<file path="config.mk">
export PLATFORM = sky130hd
export DESIGN_NAME = player_control_multi
export DESIGN_NICKNAME = d
export VERILOG_FILES = /design/src/rtl/player_control_multi.sv
export SDC_FILE = /design/constraint.sdc
export NUM_CORES = 1
export LEC_CHECK = 0
export BUFFER_PORTS_ARGS = -buffer_cell sky130_fd_sc_hd__buf_2
export CAP_MARGIN = 20
export CORE_MARGIN = 4
export CORE_UTILIZATION = 35
export DETAILED_ROUTE_END_ITERATION = 10
export PLACE_DENSITY = 0.56
export SLEW_MARGIN = 5
export SYNTH_ARGS = -nofsm -noshare
export SYNTH_HDL_FRONTEND = slang
export SYNTH_SLANG_ARGS = --single-unit
</file>
<file path="constraint.sdc">
create_clock -name CLK -period 4.6 [get_ports CLK]
set_input_delay 0.46 -clock CLK [delete_from_list [all_inputs] [get_ports CLK]]
set_output_delay 0.46 -clock CLK [all_outputs]
set_load 0.05 [all_outputs]
</file>
<file path="src/rtl/player_control_multi.sv">
// rtl/player_control_multi.sv - player controller for the road-crossing game
//
// Grid movement from four direction switches, collision against NUM_CARS
// lane cars, multi-life tracking with post-hit invulnerability, BCD level
// counting and car-speed stepping, driven by a PLAY/HIT/LVL/OVER machine.
//
// Ports:
//   CLK          system clock
//   RST          synchronous active-high reset
//   SW1..SW4     up / down / left / right switches (all four = soft restart)
//   car_x        flattened car x positions, car i at [10*i+9:10*i]
//   player_x     player left edge
//   player_y     player top edge
//   lives        thermometer code, LSB-aligned
//   level_tens   BCD tens digit of the level
//   level_units  BCD units digit of the level
//   speed_car    car speed step for the car generator
//   invulnerable high while in HIT
//   game_over    high while in OVER
module player_control_multi #(
  parameter int NUM_CARS      = 4,
  parameter int LIVES         = 4,
  parameter int STEP          = 32,
  parameter int MOVE_PERIOD   = 2500000,
  parameter int INVULN_CYCLES = 25000000,
  parameter int H_DISPLAY     = 640,
  parameter int V_DISPLAY     = 480,
  parameter int PLAYER_WIDTH  = 32,
  parameter int PLAYER_HEIGHT = 32,
  parameter int CAR_WIDTH     = 64,
  parameter int CAR_HEIGHT    = 32,
  parameter int LANE_Y0       = 64,
  parameter int LANE_PITCH    = 64,
  parameter int SPEED_MAX     = 31
) (
  input  logic                    CLK,
  input  logic                    RST,
  input  logic                    SW1,
  input  logic                    SW2,
  input  logic                    SW3,
  input  logic                    SW4,
  input  logic [10*NUM_CARS-1:0]  car_x,
  output logic [9:0]              player_x,
  output logic [9:0]              player_y,
  output logic [LIVES-1:0]        lives,
  output logic [3:0]              level_tens,
  output logic [3:0]              level_units,
  output logic [4:0]              speed_car,
  output logic                    invulnerable,
  output logic                    game_over
);

  localparam int MC_W = $clog2(MOVE_PERIOD + 1);
  localparam int IC_W = $clog2(INVULN_CYCLES + 1);

  localparam logic [9:0]  SPAWN_X = 10'((H_DISPLAY - PLAYER_WIDTH) / 2);
  localparam logic [9:0]  SPAWN_Y = 10'(V_DISPLAY - PLAYER_HEIGHT);
  localparam logic [9:0]  STEP10  = 10'(STEP);
  localparam logic [10:0] STEP11  = 11'(STEP);
  localparam logic [10:0] X_MAX   = 11'(H_DISPLAY - PLAYER_WIDTH);
  localparam logic [10:0] Y_MAX   = 11'(V_DISPLAY - PLAYER_HEIGHT);
  localparam logic [10:0] PW11    = 11'(PLAYER_WIDTH);
  localparam logic [10:0] PH11    = 11'(PLAYER_HEIGHT);
  localparam logic [10:0] CW11    = 11'(CAR_WIDTH);
  localparam logic [10:0] CH11    = 11'(CAR_HEIGHT);
  localparam logic [4:0]  SPD_MAX = 5'(SPEED_MAX);
  localparam logic [MC_W-1:0] MC_LAST = MC_W'(MOVE_PERIOD - 1);
  localparam logic [IC_W-1:0] IC_LOAD = IC_W'(INVULN_CYCLES - 1);

  typedef enum logic [1:0] {S_PLAY, S_HIT, S_LVL, S_OVER} state_t;

  state_t            state, state_n;
  logic [MC_W-1:0]   move_cnt, move_cnt_n;
  logic [IC_W-1:0]   inv_cnt, inv_cnt_n;
  logic              hit_r, hit_any;
  logic [9:0]        px_n, py_n, mx, my;
  logic [LIVES-1:0]  lives_n;
  logic [3:0]        tens_n, units_n;
  logic [4:0]        speed_n;
  logic [10:0]       car_l, lane_t, px11, py11;
  logic              move_tc, soft_restart;

  assign soft_restart = SW1 & SW2 & SW3 & SW4;
  assign move_tc      = (move_cnt == MC_LAST);
  assign px11         = {1'b0, player_x};
  assign py11         = {1'b0, player_y};

  // Overlap test in 11 bits so edge sums near 1023 cannot wrap.
  always_comb begin
    hit_any = 1'b0;
    car_l   = '0;
    lane_t  = '0;
    for (int i = 0; i < NUM_CARS; i++) begin
      car_l  = {1'b0, car_x[10*i +: 10]};
      lane_t = 11'(LANE_Y0 + i * LANE_PITCH);
      if ((px11 + PW11 > car_l) && (px11 < car_l + CW11) &&
          (py11 + PH11 > lane_t) && (py11 < lane_t + CH11))
        hit_any = 1'b1;
    end
  end

  // Candidate position after this cycle's move opportunity. Only the
  // highest-priority held switch is considered; if it is blocked nothing moves.
  always_comb begin
    mx = player_x;
    my = player_y;
    if (move_tc) begin
      if (SW1) begin
        if (py11 >= STEP11) my = player_y - STEP10;
      end else if (SW2) begin
        if (py11 + STEP11 <= Y_MAX) my = player_y + STEP10;
      end else if (SW3) begin
        if (px11 >= STEP11) mx = player_x - STEP10;
      end else if (SW4) begin
        if (px11 + STEP11 <= X_MAX) mx = player_x + STEP10;
      end
    end
  end

  always_comb begin
    state_n    = state;
    move_cnt_n = move_tc ? '0 : move_cnt + MC_W'(1);
    inv_cnt_n  = inv_cnt;
    px_n       = player_x;
    py_n       = player_y;
    lives_n    = lives;
    tens_n     = level_tens;
    units_n    = level_units;
    speed_n    = speed_car;
    case (state)
      S_PLAY: begin
        if (hit_r) begin
          px_n = SPAWN_X;
          py_n = SPAWN_Y;
          if (lives == LIVES'(1)) begin
            lives_n    = '0;
            move_cnt_n = '0;
            state_n    = S_OVER;
          end else begin
            lives_n   = lives >> 1;
            inv_cnt_n = IC_LOAD;
            state_n   = S_HIT;
          end
        end else begin
          px_n = mx;
          py_n = my;
          if (player_y == 10'd0) state_n = S_LVL;
        end
      end
      S_HIT: begin
        // hit_r is ignored here, which also drops the pulse that caused entry
        px_n = mx;
        py_n = my;
        if (inv_cnt == '0) state_n = S_PLAY;
        else inv_cnt_n = inv_cnt - IC_W'(1);
      end
      S_LVL: begin
        if (level_units == 4'd9) begin
          if (level_tens != 4'd9) begin
            units_n = 4'd0;
            tens_n  = level_tens + 4'd1;
          end
        end else begin
          units_n = level_units + 4'd1;
        end
        if (speed_car != SPD_MAX) speed_n = speed_car + 5'd1;
        px_n    = SPAWN_X;
        py_n    = SPAWN_Y;
        state_n = S_PLAY;
      end
      default: begin
        move_cnt_n = '0;
      end
    endcase
  end

  always_ff @(posedge CLK) begin
    if (RST || soft_restart) begin
      state        <= S_PLAY;
      move_cnt     <= '0;
      inv_cnt      <= '0;
      hit_r        <= 1'b0;
      player_x     <= SPAWN_X;
      player_y     <= SPAWN_Y;
      lives        <= '1;
      level_tens   <= 4'd0;
      level_units  <= 4'd0;
      speed_car    <= 5'd0;
      invulnerable <= 1'b0;
      game_over    <= 1'b0;
    end else begin
      state        <= state_n;
      move_cnt     <= move_cnt_n;
      inv_cnt      <= inv_cnt_n;
      hit_r        <= hit_any;
      player_x     <= px_n;
      player_y     <= py_n;
      lives        <= lives_n;
      level_tens   <= tens_n;
      level_units  <= units_n;
      speed_car    <= speed_n;
      invulnerable <= (state_n == S_HIT);
      game_over    <= (state_n == S_OVER);
    end
  end

endmodule
</file>
=== After elaboration in Yosys (flattened, before gate mapping) ===
Index checks and enable logic that the tools add are counted.

* Register bits: 89
* Input bits: 46
* Output and inout port bits: 39
* Logic and storage cells: 123

* Add/sub/neg operators: 15
* $lt $le $gt $ge: 20
* Equality and inequality tests: 13
* Mux-type cells: 36
* Bitwise gates (word level): 3
* Reductions and logical operators: 24

{| class="wikitable"
|+ Operator list
! cell !! number
|-
| two-way mux 10 bit || 14
|-
| two-way mux 25 bit || 3
|-
| two-way mux 22 bit || 3
|-
| one-hot mux 10 bit (3 select lines) || 2
|-
| one-hot mux 25 bit (2 select lines) || 1
|-
| adder 10 x 7 -> 11 bit (second input constant) || 4
|-
| > comparator 11 x 10 -> 1 bit || 4
|-
| < comparator 10 x 11 -> 1 bit || 4
|-
| one-hot mux 22 bit (2 select lines) || 1
|-
| zero test 25 bit || 1
|-
| subtractor 25 x 1 -> 25 bit (second input constant) || 1
|-
| adder 10 x 6 -> 11 bit (second input constant) || 2
|-
| adder 22 x 1 -> 22 bit (second input constant) || 1
|-
| == test 22 bit (second input constant) || 1
|-
| > comparator 11 x 8 -> 1 bit (second input constant) || 2
|-
| adder 10 x 6 -> 10 bit (second input constant) || 2
|-
| greater-or-equal comparator 10 x 6 -> 1 bit (second input constant) || 2
|-
| < comparator 10 x 8 -> 1 bit (second input constant) || 2
|-
| subtractor 10 x 6 -> 10 bit (second input constant) || 2
|-
| logical AND 1 bit || 12
|-
| > comparator 11 x 7 -> 1 bit (second input constant) || 1
|-
| > comparator 11 x 9 -> 1 bit (second input constant) || 1
|-
| <= comparator 11 x 10 -> 1 bit (second input constant) || 1
|-
| <= comparator 11 x 9 -> 1 bit (second input constant) || 1
|-
| other kinds (27) || 43
|}

=== Logic depth before layout (Yosys ltp) ===
Gate-level depths: netlist of run 1.

* Depth after elaboration: 10
* Mapped depth: 10

=== Worst setup path after synthesis of run 1 ===
Ideal clock, no wire load.

* Path kind: reg2reg
* From: register player_x[5]
* To: register hit_r
* Library setup time: 0.125 ns
* Data arrival time: 2.770 ns
* Path slack: 1.705 ns
* Stages on the path, launching flop included: 11
* Buffers on the path: 1
* Clock period less this slack: 2.895 ns
* Cells stage by stage: dfxtp_1 buf_2 nand3_1 xnor2_1 ha_1 nand3_1 o22ai_1 o21a_1 o21ai_0 a2111oi_0 o41a_1

* Word-level cells in the longest chain between the ends: 9

{| class="wikitable"
|+ RTL lines
! element !! RTL line !! text
|-
| start, declared || 43 || <nowiki>output logic [9:0] player_x,</nowiki>
|-
| start signal, assigned || 196 || <nowiki>player_x <= px_n;</nowiki>
|-
| adder 10 x 6 -> 11 bit || 96 || <nowiki>if ((px11 + PW11 > car_l) && (px11 < car_l + CW11) &&</nowiki>
|-
| > comparator 11 x 10 -> 1 bit || 96 ||
|-
| logical AND 1 bit (2 in series) || 96 ||
|-
| logical AND 1 bit || 97 || <nowiki>(py11 + PH11 > lane_t) && (py11 < lane_t + CH11))</nowiki>
|-
| two-way mux 1 bit (3 in series) || 96 ||
|-
| two-way mux 1 bit (*) || 96 ||
|-
| end signal, assigned || 195 || <nowiki>hit_r <= hit_any;</nowiki>
|-
| end, declared || 75 || <nowiki>logic hit_r, hit_any;</nowiki>
|}

Every way passes the cells marked *; elsewhere a longest branch is shown, timed or not.
A chain may end at the register's enable or synchronous reset.

=== Worst setup path after layout of run 1 ===
* From: register player_x[5]
* To: register player_x[5]

* Word-level cells in the longest chain between the ends: 10

{| class="wikitable"
|+ RTL lines
! element !! RTL line !! text
|-
| adder 10 x 6 -> 11 bit || 115 || <nowiki>if (px11 + STEP11 <= X_MAX) mx = player_x + STEP10;</nowiki>
|-
| <= comparator 11 x 10 -> 1 bit || 115 ||
|-
| two-way mux 10 bit || 115 ||
|-
| two-way mux 10 bit || 114 || <nowiki>end else if (SW4) begin</nowiki>
|-
| two-way mux 10 bit || 112 || <nowiki>end else if (SW3) begin</nowiki>
|-
| two-way mux 10 bit || 110 || <nowiki>end else if (SW2) begin</nowiki>
|-
| two-way mux 10 bit || 108 || <nowiki>if (SW1) begin</nowiki>
|-
| two-way mux 10 bit (*) || 107 || <nowiki>if (move_tc) begin</nowiki>
|-
| two-way mux 10 bit || 132 || <nowiki>if (hit_r) begin</nowiki>
|-
| one-hot mux 10 bit (3 select lines) (*) || 130 || <nowiki>case (state)</nowiki>
|}

Marks and branches as above.

==> impl_metrics.ini, run 1 <==
[clocking]
h-tree-depth = 3
cts_tree = yes
clk_path_buf_depth = 2
root_buffer = clkbuf_16
hold_buffers = 0
cts.clk_slew.worst_paths_ns = 0.06
insertion_delay_ns = 0.34
cts_resized = 0
cts.sinks = 80
post_cts.repair.setup_buffers = 0
cts-buffers-inserted = 9

[drt]
wirelength_mm = 14.5
first_pass_iters = 5
drc = 0
routed-via-count = 5302
avgRoutedWirePerCell_um = 14.2
viasPerCell = 5.20
postRouteAntennaNets = 0
detail_route.iter0.violations = 333

[floorplanning]
die_area_um2 = 18900
start_util = 0.355
core-area_um2 = 16500
die_w_um = 137
io_pins = 85
num_rows = 47
die_h_um = 137

[pwr]
leakage_nw = 2.88
p_switching_w = 0.000374
p_clk_frac = 0.493
ir_worst_vdd_v = 0.000158
power_density_nw_per_um2 = 248
cellInternalPower_w = 0.00130
seqPwrFrac = 0.418
combPwrFrac = 0.089
swShare = 0.224

[sta]
min_period_over_period = 0.687
tns_ns = 0
rsz0062_at_grt = no
finalHoldViolations = 0
max_freq_mhz = 316
whs_ns = 0.459
fin_crit_ns = 3.16
finalMaxSlewViolations = 0
setup_viol = 0
relSlewSlack = 0.349
fin_worst_skew_ns = 0.00972
worst_pin_slew_ns = 0.971

[logic_synthesis]
synth_area_per_cell_um2 = 7.98
synth_edf_count = 0
seq_area_frac_synth = 0.273
synth.distinct_cells = 68
async_flop_share = 0
ys_seq_elements = 80
yosysWarningCount = 0
synth_cells = 735
ys.flop_type = dfxtp_1
synthesis.area_um2 = 5870

[global_route]
grt_max_degree = 36
grt_pass1_vias = 4996
gr-total-overflow = 0
grt_util_met2 = 0.249
grt_pass1_wl_mm = 24.5
top_usage_layer = met2
grt_use_total = 0.158
met1_usage = 0.224
antenna_found_initial = 1
grt.met3_usage = 0.0289

[min_path]
min_path_type = register to register

[critical_path]
worstSetupEndpointType = register
critPathRequiredTime_ns = 4.82
crit_arrival_ns = 3.38
worstSetupStartpointType = register
critical_path.max_fanout = 15
path_class = register to register

[finish]
layout.nets = 905
antenna_cells = 0
layout-drive-gt1-share = 0.130
area_delta_synth_final_pct = 14.8

[run_status]
status = finished clean

[placement]
dp_hpwl_mm = 11.0
gp_congestion = 0.783
port_buffers = 75

[flow_run]
cap_violations = 0
## critical path, stage by stage (launching register included)
cell     delay, ns
dfxtp_1       0.70
inv_1         0.30
ha_1          0.58
nor3b_1       0.21
o21ai_0       0.11
o21ai_0       0.46
a31oi_1       0.19
xnor2_1       0.17
a221o_1       0.33
## stage by stage
step / total power [W] / util / std cells / setup slack [ns] / instance area [um^2]
floorplan: 0.000820 / - / 743 / 1.70 / 5900
global placement: 0.000862 / 0.387 / 1003 / 1.60 / 6390
detailed placement: 0.000862 / 0.387 / 1003 / 1.46 / 6390
CTS: 0.00170 / 0.408 / 1019 / 1.46 / 6740
global route: 0.00175 / 0.408 / 1019 / 1.18 / 6740
finish: 0.00167 / 0.408 / 1019 / 1.44 / 6740
## cell usage after synthesis, types with 3 or more instances
cell type,number,area (um^2)
nor3_1,17,85.1
nor3b_1,6,45.0
o211ai_1,4,30.0
a2111oi_0,3,26.3
nor4bb_1,3,30.0
nand4_1,18,113
nor2_1,77,289
and4_1,5,43.8
or4_1,3,22.5
nor2b_1,9,56.3
a41o_1,3,30.0
a31oi_1,15,93.8
xor2_1,32,280
nor4_1,11,68.8
nand3b_1,3,22.5
nand2b_1,6,37.5
mux2i_1,4,40.0
inv_1,52,195
a21o_1,9,67.6
a311oi_1,3,26.3
dfxtp_1,80,1600
o21ai_0,28,140
ha_1,65,813
xnor2_1,30,263
a211oi_1,10,75.1
o31ai_1,3,22.5
nand2_1,51,191
a41oi_1,4,35.0
buf_4,9,67.6
nor4b_1,6,52.6
a21oi_1,38,190
nand3_1,49,245
and3_1,6,37.5
clkbuf_1,25,93.8
a221o_1,3,30.0
buf_2,4,20.0
## flip-flops by register name, indices dropped and copies added, names as in the netlist
name	flops
level_tens	4
player_x	6
invulnerable	1
move_cnt	22
state	2
player_y	5
hit_r	1
lives	4
inv_cnt	25
game_over	1
level_units	4
speed_car	5
## area by class of cell
class / instances / area [um^2]
Clock buffer: 11 / 243
Clock inverter: 5 / 104
Fill cell: 1706 / 9790
Inverter: 52 / 195
Multi-Input combinational cell: 573 / 3920
Sequential cell: 80 / 1600
Tap cell: 220 / 275
Timing Repair Buffer: 78 / 398
## placed cells by master, fill, tap and decap left out, drive strengths merged, types with 5 or more instances in the layout
cell type  Yosys  final
nor4b          6      6
and3           6      6
a21o           9      9
buf           13     78
conb           1      9
nor4          14     14
o21ai         28     28
nor2          77     77
nand3         49     49
nor3          17     17
xnor2         30     30
ha            65     65
and4           5      5
or4            5      5
a211oi        10     10
nand2b         6      6
inv           52     52
a21oi         38     38
nand4         18     18
nand2         51     51
xor2          32     32
nor2b          9      9
nor3b          6      6
clkbuf        25     11
a31oi         15     15
dfxtp         80     80
## final timing paths
| kind | from | cells after the start | slack, ns | end |
|---|---|---|---|---|
| setup / recovery | player_x[5] | 8 | 1.44 | player_x[5] |
| hold / removal | move_cnt[0] | 1 | 0.46 | move_cnt[0] |
| hold reg to reg | move_cnt[0] | 1 | 0.46 | move_cnt[0] |
| setup reg to reg | player_x[5] | 8 | 1.44 | player_x[5] |
## layer usage
metal,up-vias,wire [um],share of wire
li1,2749,-,-
met1,2438,7300,0.50
met4,2,176,0.012
met3,16,521,0.036
met5,-,8,0.00055
met2,97,6510,0.45
## logic make-up (layout without fill, tap and decap cells)
| kind of cell | count (synthesis) | after routing | share of synthesized area |
|---|---|---|---|
| flops | 80 | 80 | 0.273 |
| xor+xnor | 62 | 62 | 0.0925 |
| mux | 4 | 4 | 0.00682 |
| other cells | 1 | 9 | 0.000639 |
| compound gates | 146 | 146 | 0.165 |
| fa+ha+maj | 65 | 65 | 0.139 |
| buf+inv | 90 | 146 | 0.0642 |
| simple gates | 287 | 287 | 0.259 |
## power by group through the flow
stage                     clock, W  combinational [W]  sequential (W)
after floorplan                  0           0.000106        0.000713
after global placement           0           0.000148        0.000714
after detailed placement         0           0.000148        0.000714
after CTS                 0.000849           0.000149        0.000698
after global routing      0.000877           0.000170        0.000699
final                     0.000824           0.000148        0.000699
Note: power is estimated with default switching activity, not from simulation.
==> inputs of run 2 (changes only) <==
--- a/config.mk
+++ b/config.mk
@@ -5,12 +5,13 @@
 export SDC_FILE = /design/constraint.sdc
 export NUM_CORES = 1
 export LEC_CHECK = 0
+export ABC_AREA = 1
 export BUFFER_PORTS_ARGS = -buffer_cell sky130_fd_sc_hd__buf_2
 export CAP_MARGIN = 20
 export CORE_MARGIN = 4
 export CORE_UTILIZATION = 35
 export DETAILED_ROUTE_END_ITERATION = 10
-export PLACE_DENSITY = 0.56
+export PLACE_DENSITY = 0.58
 export SLEW_MARGIN = 5
 export SYNTH_ARGS = -nofsm -noshare
 export SYNTH_HDL_FRONTEND = slang
==> constraint.sdc (replaced) <==
create_clock -name CLK -period 2.9 [get_ports CLK]
set_input_delay 0.29 -clock CLK [delete_from_list [all_inputs] [get_ports CLK]]
set_output_delay 0.29 -clock CLK [all_outputs]
set_load 0.05 [all_outputs]
==> run 2 against run 1 <==
  * Global-route usage grew 0.40 points
  * Clock power grew 40%
  * Utilization shrank 0.19 points
  * Flip-flop and latch count is the same
  * Power grew 52%
  * Clock-buffer cell count shrank 1
  * Via count grew 25%
  * Sequential power grew 59%
  * Area after synthesis grew 14%
  * Critical path type unchanged
==> impl_metrics.ini, run 2 <==
[finish]
layout_commonest_cell = nand2_1
antenna_cells = 0
layout.nets = 1244
largest_register = inv_cnt
largest_register_ffs = 25
layout-drive-gt1-share = 0.134
reg_top3 = inv_cnt (25), move_cnt (22), player_x (6)
area_delta_synth_final_pct = 13.4
layout_common_cells = nand2_1 (264), inv_1 (150), nor2_1 (140)

[critical_path]
timing.rr.end = hit_r
worstSetupStartpointType = register
worstPathCellList = ha_1, nand3_1, xor2_1, ha_1, inv_1, o211ai_1, nor2_1, nand2_1, nand4_1, nand2_1, nor2_1, nor2_1
worstSetupEndpointType = register
slowest_delay_ns = 0.51
r2r_slack_ns = 0.49
crit_path_top_delay_cell = dfxtp_1
critical_path.max_fanout = 9
r2r-start = player_x[5]
crit_arrival_ns = 2.64
r2r.worst_path.cells = 12
crit_top_cell = nor2_1
critPathRequiredTime_ns = 3.13
path_class = register to register

[logic_synthesis]
synth_edf_count = 0
synth.most_common_cell = nand2_1
synth_cells = 1058
synth_area_per_cell_um2 = 6.35
synth_area_leaders = dfxtp_1 (24%), nand2_1 (15%), ha_1 (12%)
seq_area_frac_synth = 0.238
synth.distinct_cells = 43
ys.flop_type = dfxtp_1
synth_top_cell_area_share = 0.238
yosysWarningCount = 0
ys_seq_elements = 80
synthesis.area_um2 = 6720
yosys.area.top_type = dfxtp_1
async_flop_share = 0
synthTopCellsByCount = nand2_1 (264), inv_1 (150), nor2_1 (140), dfxtp_1 (80), nand3_1 (75)

[floorplanning]
num_rows = 50
core-area_um2 = 18800
die_h_um = 147
start_util = 0.358
io_pins = 85
die_w_um = 147
die_area_um2 = 21500

[placement]
port_buffers = 75
dp_hpwl_mm = 13.2
gp_congestion = 0.868

[sta]
relSlewSlack = 0.638
setup_viol = 0
fin_crit_ns = 2.41
fin_worst_skew_ns = 0.00741
worst_pin_slew_ns = 0.542
rsz0062_at_grt = no
tns_ns = 0
min_period_over_period = 0.830
finalMaxSlewViolations = 0
finalHoldViolations = 0
max_freq_mhz = 416

[drt]
detail_route.iter0.violations = 362
wirelength_mm = 17.0
viasPerCell = 4.82
first_pass_iters = 5
postRouteAntennaNets = 0
routed-via-count = 6616
drc = 0
avgRoutedWirePerCell_um = 12.4

[clocking]
cts-buffers-inserted = 9
insertion_delay_ns = 0.35
clk_path_buf_depth = 2
cts.sinks = 80
post_cts.repair.setup_buffers = 0
cts_resized = 0
root_buffer = clkbuf_16
hold_buffers = 0
h-tree-depth = 3
cts.clk_slew.worst_paths_ns = 0.06
cts_tree = yes

[global_route]
grt_max_degree = 34
grt_pass1_vias = 6285
antenna_found_initial = 0
gr-total-overflow = 0
grt_pass1_wl_mm = 29.3
grt_use_total = 0.162

[pwr]
swShare = 0.259
p_switching_w = 0.000656
ir_worst_vdd_v = 0.000335
power_density_nw_per_um2 = 332
cellInternalPower_w = 0.00188
leakage_nw = 3.96
seqPwrFrac = 0.437
p_clk_frac = 0.456
combPwrFrac = 0.108
power_w = 0.00253

[min_path]
min_path_type = input pin to register
hp-start = RST
whs_endpoint = player_x[4]
hold-path-cell-count = 3

[flow_run]
cap_violations = 0

[run_status]
status = finished clean
[run 2: final cells by class]
type,instances,area [um^2]
inverters,154,578
multi-input cells,802,4380
repair buffers,86,470
clock buffers,10,229
clock inverters,6,66.3
fillers,2005,11200
well taps,234,293
flip-flops and latches,80,1600
[run 2: power groups by stage]
stage	clock network, W	logic [W]	registers [W]
2_1_floorplan	0	0.000196	0.00113
3_3_place_gp	0	0.000272	0.00113
3_5_place_dp	0	0.000273	0.00113
4_1_cts	0.00119	0.000275	0.00111
5_1_grt	0.00123	0.000313	0.00111
6_report	0.00115	0.000272	0.00111
[run 2: worst max path at each step]
stage	cells past startpoint	slack [ns]	from	endpoint
2_1_floorplan	13	0.22	player_x[5]	hit_r
3_3_place_gp	12	0.57	player_x[5]	hit_r
3_5_place_dp	12	0.50	player_x[5]	hit_r
4_1_cts	12	0.48	player_x[5]	hit_r
5_1_grt	12	0.19	player_x[5]	hit_r
6_report	12	0.49	player_x[5]	hit_r
[run 2: metrics by stage]
step | instances | setup slack [ns] | hold WS (ns) | utilization | cell area, um^2
after detailed placement | 1356 | 0.498 | 0.438 | 0.390 | 7320
after floorplan | 1066 | 0.218 | 0.417 | - | 6750
after CTS | 1372 | 0.484 | 0.259 | 0.406 | 7610
after global routing | 1372 | 0.195 | 0.278 | 0.406 | 7610
final | 1372 | 0.494 | 0.263 | 0.406 | 7610
after global placement | 1356 | 0.572 | 0.431 | 0.390 | 7320
[run 2: logic make-up after synthesis]
logic type	after synthesis	synth area share
buffers and inverters	184	0.115
other	1	0.000558
DFF	80	0.238
muxes	2	0.00335
adders and majority gates	65	0.121
and+or+nand+nor	567	0.370
xor gates and xnor gates	27	0.0352
AOI/OAI and AO/OA	132	0.117
[run 2: worst max-delay path, delay by kind of cell, from the launching register on]
family | cells | cell delay [ns]
DFF | 1 | 0.51
buffers and inverters | 1 | 0.08
adders and majority gates | 2 | 0.61
and+or+nand+nor | 7 | 0.52
xor gates and xnor gates | 1 | 0.48
AOI/OAI and AO/OA | 1 | 0.10
[run 2: metal layers]
layer | up-vias | wire, um | GRT usage
li1 | 3558 | - | -
met3 | 17 | 765 | 0.0363
met1 | 2914 | 8180 | 0.210
met5 | - | 0 | 0
met4 | 0 | 204 | 0.0405
met2 | 127 | 7890 | 0.274
==> inputs of run 3 (changes only) <==
==> constraint.sdc (replaced) <==
create_clock -name CLK -period 2.1 [get_ports CLK]
set_input_delay 0.21 -clock CLK [delete_from_list [all_inputs] [get_ports CLK]]
set_output_delay 0.21 -clock CLK [all_outputs]
set_load 0.05 [all_outputs]
==> run 3 against run 2 <==
  * Sequential share of layout area fell by 0.94 points
  * Wire length is 3.4% higher
  * Die area stayed put
  * Critical path depth unchanged
  * Via count is 0.80% higher
  * Clock power increased by 41%
  * Non-clock buffer count grew 20
  * Flip-flop and latch count unchanged
  * First-iteration DRC count is 0.83% lower
  * Maximum frequency is 20% higher
  * Final area rose by 5.6%
  * Clock skew is 0.00078 ns higher
  * Critical path type unchanged
  * Largest power group unchanged
==> impl_metrics.ini, run 3 (synthesis gave the netlist of run 2 again) <==
[global_route]
gr-total-overflow = 0
grt_pass1_vias = 6362
grt_util_met2 = 0.280
antenna_found_initial = 0
grt_pass1_wl_mm = 30.0
top_usage_layer = met2
grt_use_total = 0.166
grt.met3_usage = 0.0372
grt_max_degree = 24
met1_usage = 0.219

[sta]
min_period_over_period = 0.957
fin_worst_skew_ns = 0.00820
finalHoldViolations = 0
fin_crit_ns = 2.01
tns_ns = 0
whs_ns = 0.303
finalMaxSlewViolations = 0
max_freq_mhz = 498
rsz0062_at_grt = yes
setup_viol = 0
setup_ws_ns = 0.0901

[finish]
reg_top3 = inv_cnt (25), move_cnt (22), player_x (6)
area_delta_synth_final_pct = 19.6
fill_cells = 1987
antenna_cells = 0
multiInputGateArea_um2 = 4610
layout.nets = 1264
final_cells = 1392
largest_register_ffs = 25
layout-drive-gt1-share = 0.181
ff_latch_area_um2 = 1620
layout_common_cells = nand2_1 (262), inv_1 (146), nor2_1 (136)
layout_commonest_cell = nand2_1
largest_register = inv_cnt

[run_status]
status = finished clean

[placement]
dp_hpwl_mm = 13.7
port_buffers = 75
place_ws_ns = 0.00398
gp_congestion = 0.869
dp_cells = 1373

[clocking]
hold_buffers = 0
cts_tree = yes
clk_path_buf_depth = 2
insertion_delay_ns = 0.35
cts.clk_slew.worst_paths_ns = 0.06
root_buffer = clkbuf_16
h-tree-depth = 3
cts-buffers-inserted = 9
cts.sinks = 80

[drt]
viasPerCell = 4.79
drc = 0
detail_route.iter0.violations = 359
wirelength_mm = 17.6
postRouteAntennaNets = 0
avgRoutedWirePerCell_um = 12.7
routed-via-count = 6669
first_pass_iters = 4

[min_path]
min_path_type = input pin to register

[critical_path]
critical_path.max_fanout = 5
worstSetupStartpointType = register
path_class = register to register
worstSetupEndpointType = register
critPathRequiredTime_ns = 2.38
crit_arrival_ns = 2.29

[flow_run]
cap_violations = 0

[floorplanning]
die_area_um2 = 21500
num_rows = 50
core-area_um2 = 18800
start_util = 0.358
die_h_um = 147
io_pins = 85
die_w_um = 147

[pwr]
leakage_nw = 4.07
ir_worst_vdd_v = 0.000419
power_density_nw_per_um2 = 441
-- run 3: changes by cell type in the layout (fill, tap and decap cells not counted), moves of 5 or more --
cell,change
buf_4,+18
ha_1,-12
ha_4,+12
dfxtp_1,-7
dfxtp_2,+5
-- run 3: final timing paths --
path / slack, ns / depth (start not counted) / endpoint / startpoint
worst max register to register: 0.09 / 12 / hit_r / player_x[5]
worst min register to register: 0.45 / 1 / move_cnt[0] / move_cnt[0]
worst min-delay path: 0.30 / 5 / player_y[5] / RST
worst max-delay path: 0.09 / 12 / hit_r / player_x[5]
-- run 3: worst max-delay path, cell delays in order (launching register included) --
cell      delay, ns
dfxtp_4        0.40
ha_4           0.17
nand3_4        0.10
xor2_4         0.22
buf_4          0.17
ha_4           0.27
nand3b_1       0.09
nand3b_1       0.17
nand2_1        0.07
nand4_1        0.09
nand2_1        0.09
nor2_1         0.04
nor2_1         0.07
-- run 3: layout make-up --
class / instances / area share
tap: 234 / 0.0364
clock inverter: 6 / 0.00856
timing repair buffer: 106 / 0.0780
clock buffer: 10 / 0.0297
inverter: 154 / 0.0727
multi-input combinational: 802 / 0.574
sequential: 80 / 0.201
-- run 3: routing by layer --
metal | part of all wire | wire length (um) | up-vias
met5 | 0 | 0 | -
li1 | - | - | 3583
met1 | 0.50 | 8750 | 2976
met4 | 0.013 | 222 | 0
met2 | 0.45 | 8000 | 93
met3 | 0.037 | 650 | 17
-- run 3: power breakdown --
| group | switching (W) | leakage, nW | internal [W] |
|---|---|---|---|
| logic | 0.000244 | 3.27 | 0.000150 |
| clock network | 0.000666 | 0.149 | 0.000957 |
| registers | 0.00000407 | 0.646 | 0.00152 |
-- run 3: timing repair --
item                                    CTS  global route
setup buffers                             0             3
gates resized for setup                   1            37
pin swaps                                 0             7
endpoints found under the setup margin    1            13
-- run 3: per-stage QoR --
stage	utilization	cell area, um^2	total power [W]
detailed placement	0.400	7510	0.00194
floorplan	-	6820	0.00183
global route	0.428	8040	0.00371
global placement	0.400	7510	0.00194
finish	0.428	8040	0.00354
CTS	0.416	7820	0.00356
